===== config.mk =====
export PLATFORM = sky130hd
export DESIGN_NAME = cmpr_pipe_flat
export DESIGN_NICKNAME = d
export VERILOG_FILES = /design/src/rtl/cmpr_pipe_if.sv /design/src/rtl/cmpr_pipe.sv /design/src/flat_wrapper.sv
export SDC_FILE = /design/constraint.sdc
export NUM_CORES = 1
export LEC_CHECK = 0
export CORE_MARGIN = 10
export CORE_UTILIZATION = 33
export DETAILED_ROUTE_END_ITERATION = 12
export HOLD_SLACK_MARGIN = 0.08
export PLACE_DENSITY = 0.77
export SLEW_MARGIN = 30
export SYNTH_ARGS = -nofsm -noshare
export SYNTH_HDL_FRONTEND = slang
export SYNTH_SLANG_ARGS = --single-unit

===== constraint.sdc =====
create_clock -name clk -period 1 [get_ports clk]
set_input_delay 0.2 -clock clk [delete_from_list [all_inputs] [get_ports clk]]
set_output_delay 0.2 -clock clk [all_outputs]
set_load 0.03 [all_outputs]

===== src/rtl/cmpr_pipe_if.sv =====
// cmpr_pipe_if: handshake bundle between a producer/consumer (master) and the cmpr_pipe comparator (slave).
//   in_valid/in_ready, i0, i1, op, pred : input transfer
//   out_valid/out_ready, o0, o0_enable  : output transfer
//   match_cnt                            : count of true, enabled results
interface cmpr_pipe_if #(parameter int WIDTH = 4);
    logic             in_valid;
    logic             in_ready;
    logic [WIDTH-1:0] i0;
    logic [WIDTH-1:0] i1;
    logic [2:0]       op;
    logic             pred;
    logic             out_valid;
    logic             out_ready;
    logic [WIDTH-1:0] o0;
    logic             o0_enable;
    logic [15:0]      match_cnt;
    modport master (
        output in_valid, i0, i1, op, pred, out_ready,
        input  in_ready, out_valid, o0, o0_enable, match_cnt
    );
    modport slave (
        input  in_valid, i0, i1, op, pred, out_ready,
        output in_ready, out_valid, o0, o0_enable, match_cnt
    );
endinterface


===== src/rtl/cmpr_pipe.sv =====
// cmpr_pipe: pipelined multi-mode WIDTH-bit comparator with valid/ready backpressure.
//   clk, rst_n : clock, asynchronous active-low reset
//   bus        : cmpr_pipe_if.slave (operands, op, pred in; o0, o0_enable, match_cnt out)
//   op codes   : 0 EQ, 1 NE, 2 LTU, 3 LEU, 4 LTS, 5 LES, 6 GTU, 7 GTS
//   Optional   : define CMPR_PIPE_MATCH_CNT_EN to enable the saturating match counter.
module cmpr_pipe #(
    parameter int WIDTH  = 4,
    parameter int STAGES = 2
) (
    input logic      clk,
    input logic      rst_n,
    cmpr_pipe_if.slave bus
);
    logic              eq, lt_u, lt_s, outcome, acc;
    logic [STAGES-1:0] v, r, p, load;
    logic [STAGES:0]   v_src, r_src, p_src;

    assign eq   = bus.i0 == bus.i1;
    assign lt_u = bus.i0 < bus.i1;
    assign lt_s = $signed(bus.i0) < $signed(bus.i1);

    always_comb begin
        outcome = bus.op == 3'd0 ? eq :
                  bus.op == 3'd1 ? !eq :
                  bus.op == 3'd2 ? lt_u :
                  bus.op == 3'd3 ? (lt_u || eq) :
                  bus.op == 3'd4 ? lt_s :
                  bus.op == 3'd5 ? (lt_s || eq) :
                  bus.op == 3'd6 ? !(lt_u || eq) : !(lt_s || eq);
    end

    // A stage loads when it, or any stage downstream of it, is empty, or the consumer accepts.
    always_comb begin
        load = '0;
        acc  = bus.out_ready;
        for (int k = STAGES - 1; k >= 0; k--) begin
            acc     = acc || !v[k];
            load[k] = acc;
        end
    end

    assign v_src = {v, bus.in_valid};
    assign r_src = {r, outcome};
    assign p_src = {p, bus.pred};

    always_ff @(posedge clk or negedge rst_n) begin
        if (!rst_n) begin
            v <= '0;
            r <= '0;
            p <= '0;
        end else begin
            for (int k = 0; k < STAGES; k++) begin
                if (load[k]) begin
                    v[k] <= v_src[k];
                    r[k] <= r_src[k];
                    p[k] <= p_src[k];
                end
            end
        end
    end

    assign bus.in_ready  = load[0];
    assign bus.out_valid = v[STAGES-1];
    assign bus.o0_enable = v[STAGES-1] && p[STAGES-1];
    assign bus.o0        = {{(WIDTH-1){1'b0}}, bus.o0_enable && r[STAGES-1]};

`ifdef CMPR_PIPE_MATCH_CNT_EN
    logic [15:0] cnt;
    always_ff @(posedge clk or negedge rst_n) begin
        if (!rst_n)
            cnt <= '0;
        else if (bus.out_valid && bus.out_ready && bus.o0[0] && cnt != 16'hFFFF)
            cnt <= cnt + 16'd1;
    end
    assign bus.match_cnt = cnt;
`else
    assign bus.match_cnt = '0;
`endif
endmodule

===== src/flat_wrapper.sv =====
// flat-port wrapper written by rule: the top's interface ports become plain ports
module cmpr_pipe_flat 
#(
    parameter int WIDTH  = 4,
    parameter int STAGES = 2
)
  (clk, rst_n, bus_in_valid, bus_i0, bus_i1, bus_op, bus_pred, bus_out_ready, bus_in_ready, bus_out_valid, bus_o0, bus_o0_enable, bus_match_cnt);
  cmpr_pipe_if #(.WIDTH(WIDTH)) bus_i ();
  input logic clk;
  input logic rst_n;
  input wire logic [$bits(bus_i.in_valid)-1:0] bus_in_valid;
  input wire logic [$bits(bus_i.i0)-1:0] bus_i0;
  input wire logic [$bits(bus_i.i1)-1:0] bus_i1;
  input wire logic [$bits(bus_i.op)-1:0] bus_op;
  input wire logic [$bits(bus_i.pred)-1:0] bus_pred;
  input wire logic [$bits(bus_i.out_ready)-1:0] bus_out_ready;
  output wire logic [$bits(bus_i.in_ready)-1:0] bus_in_ready;
  output wire logic [$bits(bus_i.out_valid)-1:0] bus_out_valid;
  output wire logic [$bits(bus_i.o0)-1:0] bus_o0;
  output wire logic [$bits(bus_i.o0_enable)-1:0] bus_o0_enable;
  output wire logic [$bits(bus_i.match_cnt)-1:0] bus_match_cnt;
  assign bus_i.in_valid = bus_in_valid;
  assign bus_i.i0 = bus_i0;
  assign bus_i.i1 = bus_i1;
  assign bus_i.op = bus_op;
  assign bus_i.pred = bus_pred;
  assign bus_i.out_ready = bus_out_ready;
  assign bus_in_ready = bus_i.in_ready;
  assign bus_out_valid = bus_i.out_valid;
  assign bus_o0 = bus_i.o0;
  assign bus_o0_enable = bus_i.o0_enable;
  assign bus_match_cnt = bus_i.match_cnt;
  cmpr_pipe #(.WIDTH(WIDTH), .STAGES(STAGES)) u_core (.clk(clk), .rst_n(rst_n), .bus(bus_i));
endmodule

### Word-level counts from Yosys, hierarchy flattened

Cells that the tools add are included.
W data, S select, Z words.

* register bits after elaboration: 6
* bits in latches: 0
* bits in writable memories: 0
* memory bits (read-only): 0
* output and inout bits: 23
* logic and storage cells: 34
* memories kept: 0

* $add $sub $neg: 0
* $mul: 0
* div/mod/pow operators: 0
* magnitude comparators: 2
* equal/unequal tests: 7
* shift operators: 0
* multiplexer cells: 7
* bitwise logic cells: 0
* reductions and logical operators: 12

Operators with widths (number)
* $eq A3 B3 Y1 const B: 3
* $lt A4 B4 Y1: 2
* $mux W1: 7
* $eq A3 B2 Y1 const B: 2
* $logic_not A1 Y1: 5
* $eq A4 B4 Y1: 1
* $logic_or A1 B1 Y1: 4
* $eq A3 B1 Y1 const B: 1
* $logic_not A3 Y1: 1
* $logic_and A1 B1 Y1: 2

### Depth between registers and ports, before layout

* word-level depth: 10
* gate-level depth with buffers: 7
* mapped depth without buffers: 7

### Least setup slack after synthesis

OpenSTA, ideal clock, no wires.

* path kind: input-to-reg
* start: input bus_i1[2]
* end: register u_core.r[0]
* library setup time: 0.076 ns
* arrival: 1.449 ns
* slack: -0.526 ns
* cell stages on the path: 7
* path buffers: 0
* cells stage by stage: inv_1 ha_1 a21oi_1 nand4b_1 a2111oi_1 o31ai_1 o21ai_1

* word-level cells in the longest chain between the ends: 10
* elaborated cells on any way between the ends: 15
* those cells by class: order compare: 2; eq/ne: 1; mux: 7; reduce/logical: 5

Ends and longest elaborated chain
* from (decl): RTL line flat_wrapper.sv:13 `input wire logic [$bits(bus_i.i1)-1:0] bus_i1;`
* $lt A4 B4 Y1 (tied with other cells): RTL line cmpr_pipe.sv:20 `assign lt_s = $signed(bus.i0) < $signed(bus.i1);`
* $logic_or A1 B1 Y1 (on tied branches): RTL line cmpr_pipe.sv:28, cmpr_pipe.sv:29, cmpr_pipe.sv:26
* $logic_not A1 Y1: RTL line cmpr_pipe.sv:29 `bus.op == 3'd6 ? !(lt_u || eq) : !(lt_s || eq);`
* $mux W1: RTL line cmpr_pipe.sv:29
* $mux W1: RTL line cmpr_pipe.sv:28 `bus.op == 3'd5 ? (lt_s || eq) :`
* $mux W1: RTL line cmpr_pipe.sv:27 `bus.op == 3'd4 ? lt_s :`
* $mux W1: RTL line cmpr_pipe.sv:26 `bus.op == 3'd3 ? (lt_u || eq) :`
* $mux W1: RTL line cmpr_pipe.sv:25 `bus.op == 3'd2 ? lt_u :`
* $mux W1: RTL line cmpr_pipe.sv:24 `bus.op == 3'd1 ? !eq :`
* $mux W1 (*): RTL line cmpr_pipe.sv:23 `outcome = bus.op == 3'd0 ? eq :`
* to (signal, indexed assignment): RTL line cmpr_pipe.sv:55 `r[k] <= r_src[k];`
* to (decl): RTL line cmpr_pipe.sv:15 `logic [STAGES-1:0] v, r, p, load;`

Mark *: on every way between the ends. The rest lies on a longest branch, timed or not.
A chain may end at the register's enable or synchronous reset.

### Worst setup path in the final report

Ends and elaborated chain as after synthesis.

==> results.tsv <==
stage	metric	value	unit
setup_path	Max Fanout on Critical Path	3	
sta	count of endpoints failing setup in the final report	6	
place	DP Cell Count	135	
detailed_routing	overall via count from detail_route	643	
setup_path	Slowest Stage Delay on Critical Path	0.35	ns
pwr	leakage power figure	0.507	nW
clocking	clock tree from TritonCTS	built	
clocking	Hold Buf Count CTS	0	
cells_and_area	area growth from synthesis to layout	54.9	%
cells_and_area	footprint of the multi-input gates	519	sq um
detailed_routing	mean routed wirelength per cell	13.7	microns
setup_path	largest delay contributor family on the critical path	compound AO/OA/AOI/OAI gates	
setup_path	CP cell instances	buf_6 -> inv_4 -> ha_4 -> a21oi_4 -> nand4b_1 -> a2111oi_4 -> o31ai_1 -> o21ai_1	
die	die area	4250	sq um
synthesis	Post-synth ARST share	1.00	
clocking	number of H-tree levels	1	
clocking	Clk pin slew, worst setup/hold paths	0.05	ns
detailed_routing	drt drc	0	
cells_and_area	count of filler cells inserted in the layout	202	
place	cell area reported after detailed placement	943	sq um
min_path	worst hold-check path type	in -> async	
clocking	clock latency on the worst-skew pair	0.24	ns
cells_and_area	count of non-filler cells in the finished layout	143	
setup_path	slowest library cell on the worst path	sky130_fd_sc_hd__a2111oi_4	
cells_and_area	n_diodes	0	
global_route	remaining global-route overflow	0	
cells_and_area	NumNets Final	137	
sta	count of endpoints failing hold in the final timing report	0	
die	starting density of the core	0.344	
cells_and_area	share of final-layout standard cells stronger than drive strength 1	0.414	
synthesis	Mapped Avg Cell Area	8.43	sq um
synthesis	instance count of the mapped netlist	80	
setup_path	Startpoint Class	input port	
setup_path	CP Data Required Time	1.17	ns
pwr	power density over cell area	1080	nW/um^2
sta	post-layout worst setup margin	-0.343	ns
sta	sum of negative setup slack	-1.27	ns
place	GP Congestion	0.851	
synthesis	area of the mapped netlist	674	sq um
die	total number of placement rows	16	
detailed_routing	Detail Route Antenna Nets	0	
sta	highest clock rate	745	MHz
die	core footprint	1960	sq um
global_route	first-pass GRT wire length	3080	microns
global_route	total global-route track usage	0.0891	
detailed_routing	DRC marker count from the first detailed-route iteration	18	
sta	RSZ-0062 raised after global routing	true	
die	I/O pin count	39	
synthesis	top cells by instance count after synthesis	sky130_fd_sc_hd__buf_4, sky130_fd_sc_hd__inv_1, sky130_fd_sc_hd__dfrtp_1	
status	failing checks	setup timing	
clocking	CTS Buf Count	3	
sta	final-report max-slew violation count	0	
place	Setup Slack @ Placement	-0.996	ns
setup_path	WS Path Type	in -> reg	
synthesis	register bit total from synthesis	6	
status	outcome	finished with violations	
synthesis	cell with the most instances after synthesis	sky130_fd_sc_hd__buf_4	
setup_path	data arrival at the endpoint of the critical path	1.52	ns
detailed_routing	DR vias/cell	4.50	
die	floorplan die width	65.2	microns
place	input/output buffers	19	
place	HPWL Detailed	1460	microns
clocking	maximum clock path buffer count	2	
die	DIE HEIGHT	65.2	microns
synthesis	leading post-synthesis cells by cell area	sky130_fd_sc_hd__dfrtp_1, sky130_fd_sc_hd__buf_4, sky130_fd_sc_hd__ha_1	
sta	post-route fraction of the period consumed by the critical path	1.34	
synthesis	share of Yosys cell area claimed by the top area cell type	0.223	
synthesis	top_reg_cell synth	sky130_fd_sc_hd__dfrtp_1	
clocking	Clock Sink Count	6	
sta	Clock Skew	0.00622	ns
detailed_routing	number of search-and-repair iterations in the first detailed-routing pass	4	
run	MaxCap Viol Count	0	
global_route	maximum number of pins on one net before global-route repair	7	
detailed_routing	final routed wirelength across all metal layers	1960	microns
setup_path	worst path buffer plus inverter count	2	
sta	final critical delay including setup and external delays	1.34	ns
global_route	initial antenna violation count	0	
setup_path	category of the worst setup path capture point	flip-flop	
cells_and_area	combined flip-flop and latch cell area	151	sq um
synthesis	dominant cell type by area after synthesis	sky130_fd_sc_hd__dfrtp_1	
global_route	via count of the first global-routing pass	692	
clocking	Clock Root Buffer	sky130_fd_sc_hd__clkbuf_4	
synthesis	share of the yosys chip area belonging to registers	0.223	
synthesis	total number of yosys warnings	0	
synthesis	number of distinct library cell variants in the gate-level netlist after synthesis	30	
synthesis	number of enable flip-flop cells after synthesis	0	
pwr	largest vdd supply drop	465	uV
cells_and_area	post-route standard cell area excluding fillers	1040	sq um
==> registers in the layout, indices dropped and copies added, names as in the netlist <==
register	cells
u_core.p	2
u_core.v	2
u_core.r	2
==> placed cells by master (no fill, tap or decap), types with 3 or more instances in the layout <==
| cell type | Yosys | layout |
|---|---|---|
| sky130_fd_sc_hd__buf_6 | 0 | 9 |
| sky130_fd_sc_hd__buf_2 | 0 | 5 |
| sky130_fd_sc_hd__ha_4 | 0 | 3 |
| sky130_fd_sc_hd__clkbuf_4 | 0 | 3 |
| sky130_fd_sc_hd__inv_1 | 8 | 5 |
| sky130_fd_sc_hd__clkdlybuf4s50_1 | 0 | 3 |
| sky130_fd_sc_hd__dlygate4sd2_1 | 0 | 4 |
| sky130_fd_sc_hd__mux2_4 | 0 | 3 |
| sky130_fd_sc_hd__nand2_1 | 4 | 4 |
| sky130_fd_sc_hd__nand2b_1 | 4 | 3 |
| sky130_fd_sc_hd__dfrtp_1 | 6 | 5 |
| sky130_fd_sc_hd__buf_4 | 19 | 10 |
| sky130_fd_sc_hd__conb_1 | 1 | 19 |
==> metal layers <==
layer / global-route usage / wire (microns)
met3: 0.0237 / 93
met5: 0 / 0
met2: 0.179 / 1180
met4: 0.0321 / 0
met1: 0.0825 / 681
==> path summary, 6_finish.rpt <==
path,start,endpoint,slack (ns),cells after the start
hold / removal,rst_n,u_core.r[1]$_DFFE_PN0P_,0.20,1
setup reg to reg,u_core.v[1]$_DFFE_PN0P_,u_core.r[0]$_DFFE_PN0P_,-0.17,6
hold reg to reg,u_core.v[0]$_DFFE_PN0P_,u_core.v[1]$_DFFE_PN0P_,0.47,1
setup / recovery,bus_i1[2],u_core.r[0]$_DFFE_PN0P_,-0.34,8
min in group clk,bus_out_ready,u_core.v[1]$_DFFE_PN0P_,0.41,3
max in group asynchronous,rst_n,u_core.v[1]$_DFFE_PN0P_,0.57,1
==> kinds of logic (layout without fill, tap and decap cells) <==
kind of cell | Yosys count | count (layout) | synth area share
other cells | 1 | 19 | 0.00556
xor+xnor | 1 | 1 | 0.0130
fa+ha+maj | 4 | 4 | 0.0742
simple gates | 22 | 22 | 0.211
buf+inv | 27 | 45 | 0.256
mux | 3 | 3 | 0.0501
flops | 6 | 6 | 0.223
compound gates | 16 | 16 | 0.167
==> metrics by stage <==
step	hold WS (ns)	power (mW)	utilization
3_3_place_gp	0.449	0.787	0.481
6_report	0.198	1.12	0.533
4_1_cts	0.203	1.10	0.519
2_1_floorplan	-0.0956	0.678	-
3_5_place_dp	0.451	0.802	0.481
5_1_grt	0.205	1.20	0.533
==> worst register-to-register path: stages, from the launching register on <==
cell and delay [ns]:
sky130_fd_sc_hd__dfrtp_2 0.44, sky130_fd_sc_hd__nand3b_1 0.15, sky130_fd_sc_hd__buf_6 0.12, sky130_fd_sc_hd__buf_6 0.10, sky130_fd_sc_hd__nor2_1 0.04, sky130_fd_sc_hd__a31oi_1 0.12, sky130_fd_sc_hd__o21ai_1 0.08
==> final cells by class <==
cell class                      count  area share
Clock buffer                        4      0.0251
Inverter                            8      0.0311
Multi-Input combinational cell     65       0.497
Sequential cell                     6       0.145
Tap cell                           27      0.0323
Timing Repair Buffer               33       0.269
==> repair_timing <==
item                       CTS  global route
gates resized for setup     47             6
pin swaps                   12             3
setup buffers                5             0
setup endpoints to repair    8             8
==> power breakdown <==
part	leakage (nW)	internal (mW)	total, mW	switching [mW]
clock network	0.0150	0.151	0.239	0.0875
logic	0.423	0.266	0.574	0.308
registers	0.0685	0.281	0.311	0.0293
Power figures use the tool's default switching activity.
